[src/rtl/piso_serializer.sv]
// Parallel-in serial-out transmitter: accepts a word over valid/ready and shifts it
// out one bit per shift_en strobe, with frame_start/last_bit framing flags.
module piso_serializer #(
   parameter int WIDTH     = 4,
   parameter bit LSB_FIRST = 1'b1
) (
   input  logic             clk,
   input  logic             rst_n,
   input  logic             load_valid,
   output logic             load_ready,
   input  logic [WIDTH-1:0] load_data,
   input  logic             shift_en,
   output logic             serial_out,
   output logic             serial_valid,
   output logic             frame_start,
   output logic             last_bit,
   output logic             busy
);

   localparam int CW = $clog2(WIDTH);
   localparam logic [CW-1:0] CNT_LAST = CW'(WIDTH - 1);

   typedef enum logic {IDLE, SHIFT} state_t;

   state_t           state, state_n;
   logic [CW-1:0]    cnt, cnt_n;
   logic [WIDTH-1:0] sreg, sreg_n;
   logic             accept, consume, last_consume;

   // The bit currently on the line always sits at the outgoing end of the shift register.
   function automatic logic head_bit(input logic [WIDTH-1:0] w);
      return LSB_FIRST ? w[0] : w[WIDTH-1];
   endfunction

   assign last_consume = (cnt == CNT_LAST) & shift_en;
   assign load_ready   = (state == IDLE) | last_consume;
   assign accept       = load_valid & load_ready;
   assign consume      = (state == SHIFT) & shift_en;

   // NOTE: combinational next-state uses blocking '=' with every target defaulted first,
   // so no latch is inferred; the register process below uses non-blocking '<=' only.
   always_comb begin
      state_n = state;
      cnt_n   = cnt;
      sreg_n  = sreg;
      if (accept) begin
         state_n = SHIFT;
         cnt_n   = '0;
         sreg_n  = load_data;
      end else if (consume && last_consume) begin
         state_n = IDLE;
         cnt_n   = '0;
         sreg_n  = '0;
      end else if (consume) begin
         cnt_n   = cnt + CW'(1);
         sreg_n  = LSB_FIRST ? {1'b0, sreg[WIDTH-1:1]} : {sreg[WIDTH-2:0], 1'b0};
      end
   end

   // Outputs are registered from the next-state values so they line up with state.
   always_ff @(posedge clk or negedge rst_n) begin
      if (!rst_n) begin
         state        <= IDLE;
         cnt          <= '0;
         sreg         <= '0;
         serial_out   <= 1'b0;
         serial_valid <= 1'b0;
         frame_start  <= 1'b0;
         last_bit     <= 1'b0;
      end else begin
         state        <= state_n;
         cnt          <= cnt_n;
         sreg         <= sreg_n;
         serial_out   <= (state_n == SHIFT) & head_bit(sreg_n);
         serial_valid <= (state_n == SHIFT);
         frame_start  <= (state_n == SHIFT) & (cnt_n == '0);
         last_bit     <= (state_n == SHIFT) & (cnt_n == CNT_LAST);
      end
   end

   assign busy = serial_valid;

endmodule

[config.mk]
export PLATFORM = sky130hd
export DESIGN_NAME = piso_serializer
export DESIGN_NICKNAME = d
export VERILOG_FILES = /design/src/rtl/piso_serializer.sv
export SDC_FILE = /design/constraint.sdc
export NUM_CORES = 1
export LEC_CHECK = 0
export ABC_AREA = 1
export CORE_MARGIN = 2
export CORE_UTILIZATION = 27
export CTS_CLUSTER_SIZE = 25
export DETAILED_ROUTE_END_ITERATION = 8
export GPL_ROUTABILITY_DRIVEN = 0
export PLACE_DENSITY = 0.46
export RECOVER_POWER = 50
export SLEW_MARGIN = 10
export SYNTH_ARGS = -nofsm -noshare
export SYNTH_HDL_FRONTEND = slang
export SYNTH_SLANG_ARGS = --single-unit
[constraint.sdc]
create_clock -name clk -period 2.02 [get_ports clk]
set_input_delay 0.404 -clock clk [delete_from_list [all_inputs] [get_ports clk]]
set_output_delay 0.404 -clock clk [all_outputs]
set_load 0.005 [all_outputs]
* Word level (Yosys, flattened, before mapping) *
Index checks and enable logic that the tools add are counted.
Widths: inputs -> output; s select.

operators by class
  mux-type cells = 8
  reductions and logical operators = 3
  equal/unequal tests = 2
  $add $sub $neg = 1
  bitwise operators = 8

operator list
  cell                 number
  $mux 4               3
  $and 1x1->1          6
  $mux 2               3
  $eq 2x2->1 const B   2
  $reduce_bool 3->1    1
  $add 2x1->2 const B  1
  $logic_not 2->1      1
  $mux 1               2
  $logic_and 1x1->1    1
  $not 1->1            1
  $or 1x1->1           1

storage, ports and cells
  bits of input ports = 8
  logic and storage cells = 29
  output and inout bits = 6
  register bits = 10

* Logic depth before layout (Yosys ltp) *
Gate-level depths: netlist of run 1.

  depth in word-level cells = 7
  gate-level depth with buffers = 7
  depth with buffers taken out = 7

* Worst setup path before layout of run 1 *
No wires, ideal clock.

  path kind = reg-to-output
  from = reg cnt[0]
  to = out load_ready
  data required time = 1.616 ns
  path buffers = 0
  stages on the path, launching flop included = 4
  data arrival time = 0.764 ns
  path slack = 0.852 ns
  cells stage by stage = dfrtp_1 ha_1 nand2_2 nand2_2

on the way
  word-level cells in the longest chain between the ends = 3

RTL lines
  what                    RTL line  RTL
  from (decl)             26        logic [CW-1:0] cnt, cnt_n;
  from (signal assigned)  72        cnt <= cnt_n;
  $eq 2x2->1              35        assign last_consume = (cnt == CNT_LAST) & shift_en;
  $and 1x1->1             35
  $or 1x1->1              36        assign load_ready = (state == IDLE) | last_consume;
  to (decl)               10        output logic load_ready,

Every way passes these cells.

* Worst setup path in the final report of run 1 *
  from = in shift_en
  to = out load_ready

on the way
  word-level cells in the longest chain between the ends = 2

RTL lines
  what         RTL line  RTL
  from (decl)  12        input logic shift_en,
  $and 1x1->1  35
  $or 1x1->1   36

Every way passes these cells.

==> results of run 1 <==
sequential cells by signal (all words and copies together) (netlist names):
name and cells:
cnt 2, frame_start 1, last_bit 1, serial_out 1
sreg 4, state 1
layout make-up:
cell class                      instances  area, um2
Inverter                                8       30.0
Sequential cell                        10        250
Clock buffer                            3       22.5
Tap cell                               25       31.3
Timing Repair Buffer                   16        153
Fill cell                             197       1040
Multi-Input combinational cell         38        200
cells in the mapped netlist, drive strengths merged:
cell type and number:
nand2 17, nor2 3, a21oi 1, buf 1, nand3 14, clkinv 1
inv 7, o21ai 2, dfrtp 10, ha 1
routing by layer:
metal,GRT usage,share of wire
met4,0.0333,0
met1,0.152,0.50
met2,0.183,0.44
met5,0,0
met3,0.0588,0.062
logic make-up (layout without fill, tap and decap cells):
| kind of cell | Yosys count | after routing | share of synthesized area |
|---|---|---|---|
| buffers and inverters | 9 | 27 | 0.0765 |
| AO/OA/AOI/OAI | 3 | 3 | 0.0459 |
| adder cells (fa/ha/maj) | 1 | 1 | 0.0255 |
| flip-flops | 10 | 10 | 0.510 |
| AND/OR/NAND/NOR | 34 | 34 | 0.342 |
critical path, delay by kind of cell:
kind | cells | cell delay [ps]
simple gates | 2 | 150
buf+inv | 2 | 1000
report_power, final:
| part | internal (mW) | switching (mW) |
|---|---|---|
| combinational | 0.178 | 0.176 |
| sequential | 0.271 | 0.0376 |
| clock | 0.0686 | 0.0643 |
| total | 0.518 | 0.278 |
per-stage QoR:
stage               power [mW]  cells  area (um2)
finish                   0.795    100         687
global route             0.875    100         687
floorplan                0.527     57         490
global placement         0.678     97         667
CTS                      0.818    100         689
detailed placement       0.677     97         667
final timing paths:
kind | endpoint
min in group asynchronous | sreg[3]$_DFFE_PN0P_
max in group asynchronous | frame_start$_DFF_PN0_
max reg2reg | frame_start$_DFF_PN0_
min | sreg[3]$_DFFE_PN0P_
max | load_ready
min reg2reg | sreg[3]$_DFFE_PN0P_
==> summary.txt, run 1 <==
pre-CTS WS = 70.7 ps
post-synthesis register bit count = 10
WHS Path Cells = 2
Resize count post-CTS = 0
maximum clock rate = 514 MHz
post-detail-place hpwl = 771 um
Avg WL per Cell = 9.66 um
Yosys top cell by area = dfrtp_1
Top-Level Pins = 14
CP endpoint kind = output pin
Die W = 46.6 um
leading cell type in the layout, fill and taps excluded = nand3_1
fin. max-slew vios = 0
R2R setup slack = 770 ps
GR Util All Layers = 0.121
HP Class = reg -> reg
Max IR drop VDD = 0.000394 V
Routed Antenna Nets = 0
clock slew at reported path FFs = 70 ps
post-synthesis cell type count = 13
Final min period = 1940 ps
CTS tree = built
Syn Nets = 66
# clock sinks = 10
Tcrit/Tclk final = 0.963
Overflow after GRT = 0
DRT iter0 DRCs = 7
CP required = 1620 ps
Core Util, Final = 0.398
Setup Buffers After CTS = 0
Worst setup SP type = input port
hold_buf cts = 0
Worst R2R Path Depth = 8
Area contributors post-synth = dfrtp_1 51%, nand3_1 14%, nand2_1 9.2%
Hold Vio Cnt, Final = 0
drt total wl = 966 um
slew margin rel. = 0.683
vias per inst = 4.02
vias in the first global route = 414
area grow syn2layout = 40.1%
maximum clock insertion buffer count = 2
First-pass DRT Iterations = 3
H-tree depth = 1
outcome = complete, no violations
n_diodes = 0
initial antenna violation count = 0
Synth Instances = 57
Max stage delay on crit path = 500 ps
Die Area = 2170 um2
final hold slack = 515 ps
Crit Reg-Reg Startpoint = cnt[0]$_DFF_PN0_
Port Buffer Count = 13
syn avg cell area = 8.60 um2
Std-Cell Rows = 15
first-pass GRT wire length = 1790 um
CP startpoint = shift_en
Final Skew = 8.48 ps
Hold Startpoint = sreg[3]$_DFFE_PN0P_
post-route setup slack = 75.7 ps
crit path kind = in -> out
worst slew pin tran = 474 ps
largest net degree at the start of global routing = 11
final count of negative-setup-slack endpoints = 0
Static Leak = 0.351 nW
Slowest-stage cell, CP = clkdlybuf4s50_1
max-capacitance violation count = 0
initial core utilization = 0.284
Die Ht = 46.6 um
YS warnings = 0
layout cells sized above 1 = 0.187
CP max FO = 2
RSZ-0062 raised after global routing = no
synthesized cell area = 490 um2
top cell type's share of synthesized area = 0.510
Worst-Skew Late Latency = 260 ps
floorplan core area = 1730 um2
Power Density = 1160 nW/um2
nets@finish = 86
Seq/Total Area, Yosys = 0.510
total CTS buffers = 3
CTS Root Cell = clkbuf_4
most frequent cells in the layout = 14 x nand3_1, 13 x nand2_1, 12 x clkdlybuf4s50_1, 10 x dfrtp_1, 7 x inv_1
vias post-DR = 402
CP Cell Sequence = clkdlybuf4s50_1 -> nand2_2 -> nand2_2 -> clkdlybuf4s50_1
Post-route DRC = 0
crit path DAT = 1540 ps
setup_tns = 0 ps
Power figures use the tool's default switching activity.
==> run 2, diff against run 1 <==
--- a/config.mk
+++ b/config.mk
@@ -13,6 +13,7 @@
 export GPL_ROUTABILITY_DRIVEN = 0
 export PLACE_DENSITY = 0.46
 export RECOVER_POWER = 50
+export REMOVE_ABC_BUFFERS = 1
 export SLEW_MARGIN = 10
 export SYNTH_ARGS = -nofsm -noshare
 export SYNTH_HDL_FRONTEND = slang
==> summary.txt, run 2 (synthesis gave the netlist of run 1 again) <==
Std-Cell Rows = 15 (unchanged)
hold_buf cts = 0 (unchanged)
Overflow after GRT = 0 (unchanged)
CTS tree = built (unchanged)
Power Density = 1190 nW/um2 (was 1160 nW/um2)
Top-Level Pins = 14 (unchanged)
initial core utilization = 0.284 (unchanged)
Static Leak = 0.353 nW (was 0.351 nW)
CP max FO = 2 (unchanged)
Setup Buffers After CTS = 0 (unchanged)
Tcrit/Tclk final = 0.959 (was 0.963)
Core Util, Final = 0.403 (was 0.398)
first-pass GRT wire length = 1770 um (was 1790 um)
vias in the first global route = 401 (was 414)
final count of negative-setup-slack endpoints = 0 (unchanged)
Worst setup SP type = input port (unchanged)
max-capacitance violation count = 0 (unchanged)
post-detail-place hpwl = 849 um (was 771 um)
CP endpoint kind = output pin (unchanged)
final hold slack = 528 ps (was 515 ps)
DRT iter0 DRCs = 6 (was 7)
First-pass DRT Iterations = 4 (was 3)
CP required = 1620 ps (about the same)
Reg with most FFs = sreg (unchanged)
Pwr Total = 0.830 mW (was 0.795 mW)
largest net degree at the start of global routing = 11 (unchanged)
total CTS buffers = 3 (unchanged)
initial antenna violation count = 0 (unchanged)
Hold Vio Cnt, Final = 0 (unchanged)
largest registers = sreg: 4 flops, cnt: 2 flops (unchanged)
area grow syn2layout = 41.8% (was 40.1%)
maximum clock insertion buffer count = 2 (unchanged)
crit path DAT = 1530 ps (was 1540 ps)
H-tree depth = 1 (unchanged)
fin. max-slew vios = 0 (unchanged)
n_diodes = 0 (unchanged)
drt total wl = 1060 um (was 966 um)
Area after DPL = 667 um2 (unchanged)
leading cell type in the layout, fill and taps excluded = nand3_1 (unchanged)
# clock sinks = 10 (unchanged)
layout cells sized above 1 = 0.184 (was 0.187)
Final min period = 1940 ps (about the same)
floorplan core area = 1730 um2 (unchanged)
worst slew pin tran = 479 ps (was 474 ps)
fin cells = 101 (was 100)
slew margin rel. = 0.679 (was 0.683)
Final Skew = 3.17 ps (was 8.48 ps)
vias post-DR = 416 (was 402)
RSZ-0062 raised after global routing = no (unchanged)
max reg flops = 4 (unchanged)
design area = 696 um2 (was 687 um2)
placed insts = 97 (unchanged)
Post-route DRC = 0 (unchanged)
most frequent cells in the layout = 14 x nand3_1, 12 x nand2_1, 12 x clkdlybuf4s50_1, 10 x dfrtp_1, 7 x inv_1 (was 14 x nand3_1, 13 x nand2_1, 12 x clkdlybuf4s50_1, 10 x dfrtp_1, 7 x inv_1)
vias per inst = 4.12 (was 4.02)
Max IR drop VDD = 0.000442 V (was 0.000394 V)
Worst-Skew Late Latency = 270 ps (was 260 ps)
GR Util All Layers = 0.124 (was 0.121)
nets@finish = 86 (unchanged)
Die Ht = 46.6 um (unchanged)
outcome = complete, no violations (unchanged)
Port Buffer Count = 13 (unchanged)
Resize count post-CTS = 0 (unchanged)
clock slew at reported path FFs = 70 ps (about the same)
Die W = 46.6 um (unchanged)
Die Area = 2170 um2 (unchanged)
CTS Root Cell = clkbuf_4 (unchanged)
post-route setup slack = 81.9 ps (was 75.7 ps)
Avg WL per Cell = 10.5 um (was 9.66 um)
HP Class = in -> async (was reg -> reg)
Routed Antenna Nets = 0 (unchanged)
pre-CTS WS = 80.9 ps (was 70.7 ps)
crit path kind = in -> out (unchanged)
setup_tns = 0 ps (unchanged)
maximum clock rate = 516 MHz (was 514 MHz)
[run 2: layout make-up]
class / instances / area (um2)
fillers: 195 / 1030
flip-flops and latches: 10 / 250
well taps: 25 / 31.3
inverters: 8 / 30.0
clock buffers: 4 / 36.3
repair buffers: 16 / 149
multi-input cells: 38 / 199
[run 2: worst max-delay path: stages]
cell             delay, ps
clkdlybuf4s50_1        490
nand2_2                 70
nand2_2                 60
clkdlybuf4s50_1        500
[run 2: report_power, final]
group          total, mW  internal (mW)  switching, mW
combinational      0.335          0.164          0.171
sequential         0.310          0.271         0.0388
clock              0.185          0.109         0.0755
[run 2: per-layer routing]
layer	track usage	routed length (um)	vias up
met5	0	0	-
met4	0.0833	19	0
met2	0.183	473	10
li1	-	-	217
met3	0.0275	44	2
met1	0.159	519	187
[run 2: worst paths after layout]
| path | startpoint | endpoint | slack [ps] | cells after the start |
|---|---|---|---|---|
| min in group clk | sreg[2]$_DFFE_PN0P_ | sreg[2]$_DFFE_PN0P_ | 530 | 2 |
| max in group asynchronous | rst_n | cnt[1]$_DFF_PN0_ | 1170 | 1 |
| setup / recovery | shift_en | load_ready | 80 | 4 |
| hold reg to reg | sreg[2]$_DFFE_PN0P_ | sreg[2]$_DFFE_PN0P_ | 530 | 2 |
| setup reg to reg | cnt[0]$_DFF_PN0_ | frame_start$_DFF_PN0_ | 700 | 7 |
| hold / removal | rst_n | serial_out$_DFF_PN0_ | 530 | 1 |
==> run 3, diff against run 2 <==
--- a/config.mk
+++ b/config.mk
@@ -10,9 +10,8 @@
 export CORE_UTILIZATION = 27
 export CTS_CLUSTER_SIZE = 25
 export DETAILED_ROUTE_END_ITERATION = 8
-export GPL_ROUTABILITY_DRIVEN = 0
+export GPL_ROUTABILITY_DRIVEN = 1
 export PLACE_DENSITY = 0.46
-export RECOVER_POWER = 50
 export REMOVE_ABC_BUFFERS = 1
 export SLEW_MARGIN = 10
 export SYNTH_ARGS = -nofsm -noshare
==> summary.txt, run 3 (synthesis gave the netlist of run 1 again) <==
Post-route DRC = 0 (unchanged)
RSZ-0062 raised after global routing = no (unchanged)
clock slew at reported path FFs = 70 ps (about the same)
Worst setup SP type = input port (unchanged)
n_diodes = 0 (unchanged)
H-tree depth = 1 (unchanged)
Max IR drop VDD = 0.000456 V (was 0.000442 V)
Power Density = 1210 nW/um2 (was 1190 nW/um2)
Tcrit/Tclk final = 0.961 (was 0.959)
outcome = complete, no violations (unchanged)
hold_buf cts = 0 (unchanged)
crit path kind = in -> out (unchanged)
floorplan core area = 1730 um2 (unchanged)
total CTS buffers = 3 (unchanged)
layout cells sized above 1 = 0.211 (was 0.184)
Slowest-stage cell, CP = clkdlybuf4s50_1 (unchanged)
Final Skew = 3.25 ps (was 3.17 ps)
vias in the first global route = 401 (unchanged)
largest net degree at the start of global routing = 11 (unchanged)
max-capacitance violation count = 0 (unchanged)
CP Cell Sequence = clkdlybuf4s50_1 -> nand2_2 -> nand2_2 -> clkdlybuf4s50_1 (unchanged)
GR Util All Layers = 0.124 (unchanged)
Resize count post-CTS = 0 (unchanged)
final hold slack = 457 ps (was 528 ps)
slew margin rel. = 0.682 (was 0.679)
nets@finish = 86 (unchanged)
vias per inst = 4.14 (was 4.12)
Std-Cell Rows = 15 (unchanged)
Hold Vio Cnt, Final = 0 (unchanged)
Setup Buffers After CTS = 0 (unchanged)
initial core utilization = 0.284 (unchanged)
Die Ht = 46.6 um (unchanged)
RePlAce Congestion = 0.753
cell family with most CP delay = buffers and inverters (unchanged)
Static Leak = 0.358 nW (was 0.353 nW)
Avg WL per Cell = 10.5 um (about the same)
Max stage delay on crit path = 500 ps (about the same)
CP endpoint kind = output pin (unchanged)
Top-Level Pins = 14 (unchanged)
area grow syn2layout = 43.4% (was 41.8%)
final count of negative-setup-slack endpoints = 0 (unchanged)
# fillers = 193 (was 195)
maximum clock insertion buffer count = 2 (unchanged)
initial antenna violation count = 0 (unchanged)
worst slew pin tran = 475 ps (was 479 ps)
CP required = 1620 ps (about the same)
HP Class = in -> async (unchanged)
Die Area = 2170 um2 (unchanged)
maximum clock rate = 515 MHz (was 516 MHz)
DRT iter0 DRCs = 6 (unchanged)
Port Buffer Count = 13 (unchanged)
crit path DAT = 1540 ps (was 1530 ps)
max reg flops = 4 (unchanged)
Critical path buffers and inverters = 2 (unchanged)
Final min period = 1940 ps (about the same)
vias post-DR = 418 (was 416)
# clock sinks = 10 (unchanged)
first-pass GRT wire length = 1770 um (unchanged)
Die W = 46.6 um (unchanged)
setup_tns = 0 ps (unchanged)
CTS Root Cell = clkbuf_4 (unchanged)
leading cell type in the layout, fill and taps excluded = nand3_1 (unchanged)
largest registers = sreg: 4 flops, cnt: 2 flops (unchanged)
most frequent cells in the layout = 14 x nand3_1, 13 x clkdlybuf4s50_1, 12 x nand2_1, 10 x dfrtp_1, 7 x inv_1 (was 14 x nand3_1, 12 x nand2_1, 12 x clkdlybuf4s50_1, 10 x dfrtp_1, 7 x inv_1)
Reg with most FFs = sreg (unchanged)
First-pass DRT Iterations = 4 (unchanged)
CP max FO = 2 (unchanged)
post-detail-place hpwl = 849 um (unchanged)
CTS tree = built (unchanged)
Core Util, Final = 0.407 (was 0.403)
drt total wl = 1060 um (about the same)
Overflow after GRT = 0 (unchanged)
fin. max-slew vios = 0 (unchanged)
Routed Antenna Nets = 0 (unchanged)
Worst-Skew Late Latency = 270 ps (about the same)
-- run 3: cell types whose count changed in the layout (fill, tap and decap cells not counted), sizes merged --
cell | before | now
buf | 2 | 3
clkdlybuf4s50 | 12 | 13
dlygate4sd3 | 1 | 0
clkbuf | 5 | 4
-- run 3: where the power goes --
group / internal [mW] / switching (mW) / leakage [nW] / total [mW]
registers: 0.271 / 0.0386 / 0.126 / 0.309
logic: 0.179 / 0.179 / 0.211 / 0.358
clock network: 0.109 / 0.0760 / 0.0210 / 0.185
total: 0.560 / 0.293 / 0.358 / 0.853
-- run 3: final cells by class --
class                           count  area, um2  share of cell area
Inverter                            8       30.0              0.0427
Tap cell                           25       31.3              0.0445
Timing Repair Buffer               16        153               0.217
Sequential cell                    10        250               0.356
Multi-Input combinational cell     38        203               0.288
Clock buffer                        4       36.3              0.0516
-- run 3: path summary, 6_finish.rpt --
check / to / cells past startpoint / slack (ps) / start
min reg2reg: sreg[2]$_DFFE_PN0P_ / 2 / 530 / sreg[2]$_DFFE_PN0P_
max reg2reg: serial_out$_DFF_PN0_ / 7 / 770 / cnt[0]$_DFF_PN0_
min: serial_out$_DFF_PN0_ / 1 / 460 / rst_n
max: load_ready / 4 / 80 / shift_en
max in group asynchronous: cnt[1]$_DFF_PN0_ / 1 / 1240 / rst_n
min in group clk: sreg[2]$_DFFE_PN0P_ / 2 / 530 / sreg[2]$_DFFE_PN0P_
-- run 3: worst register-to-register path, cell delays in order (launching register included) --
cell and delay, ps:
dfrtp_1 400, ha_1 230, nand2_2 80, nand2_2 50, buf_4 160, nand2_1 100
inv_1 50, a21oi_1 110
-- run 3: layer usage --
metal | global-route usage | up-vias | share of wire
met1 | 0.159 | 191 | 0.50
met5 | 0 | - | 0
met3 | 0.0275 | 2 | 0.034
met4 | 0.0833 | 0 | 0.018
li1 | - | 217 | -
met2 | 0.183 | 8 | 0.45
-- run 3: stage by stage --
step | std cells | setup slack, ps | cell area, um2 | power (mW)
after global placement | 97 | 55.0 | 667 | 0.676
after global routing | 101 | 40.6 | 703 | 0.936
after floorplan | 56 | 852 | 483 | 0.522
after detailed placement | 97 | 80.9 | 667 | 0.681
after CTS | 101 | 67.4 | 703 | 0.870
final | 101 | 79.3 | 703 | 0.853
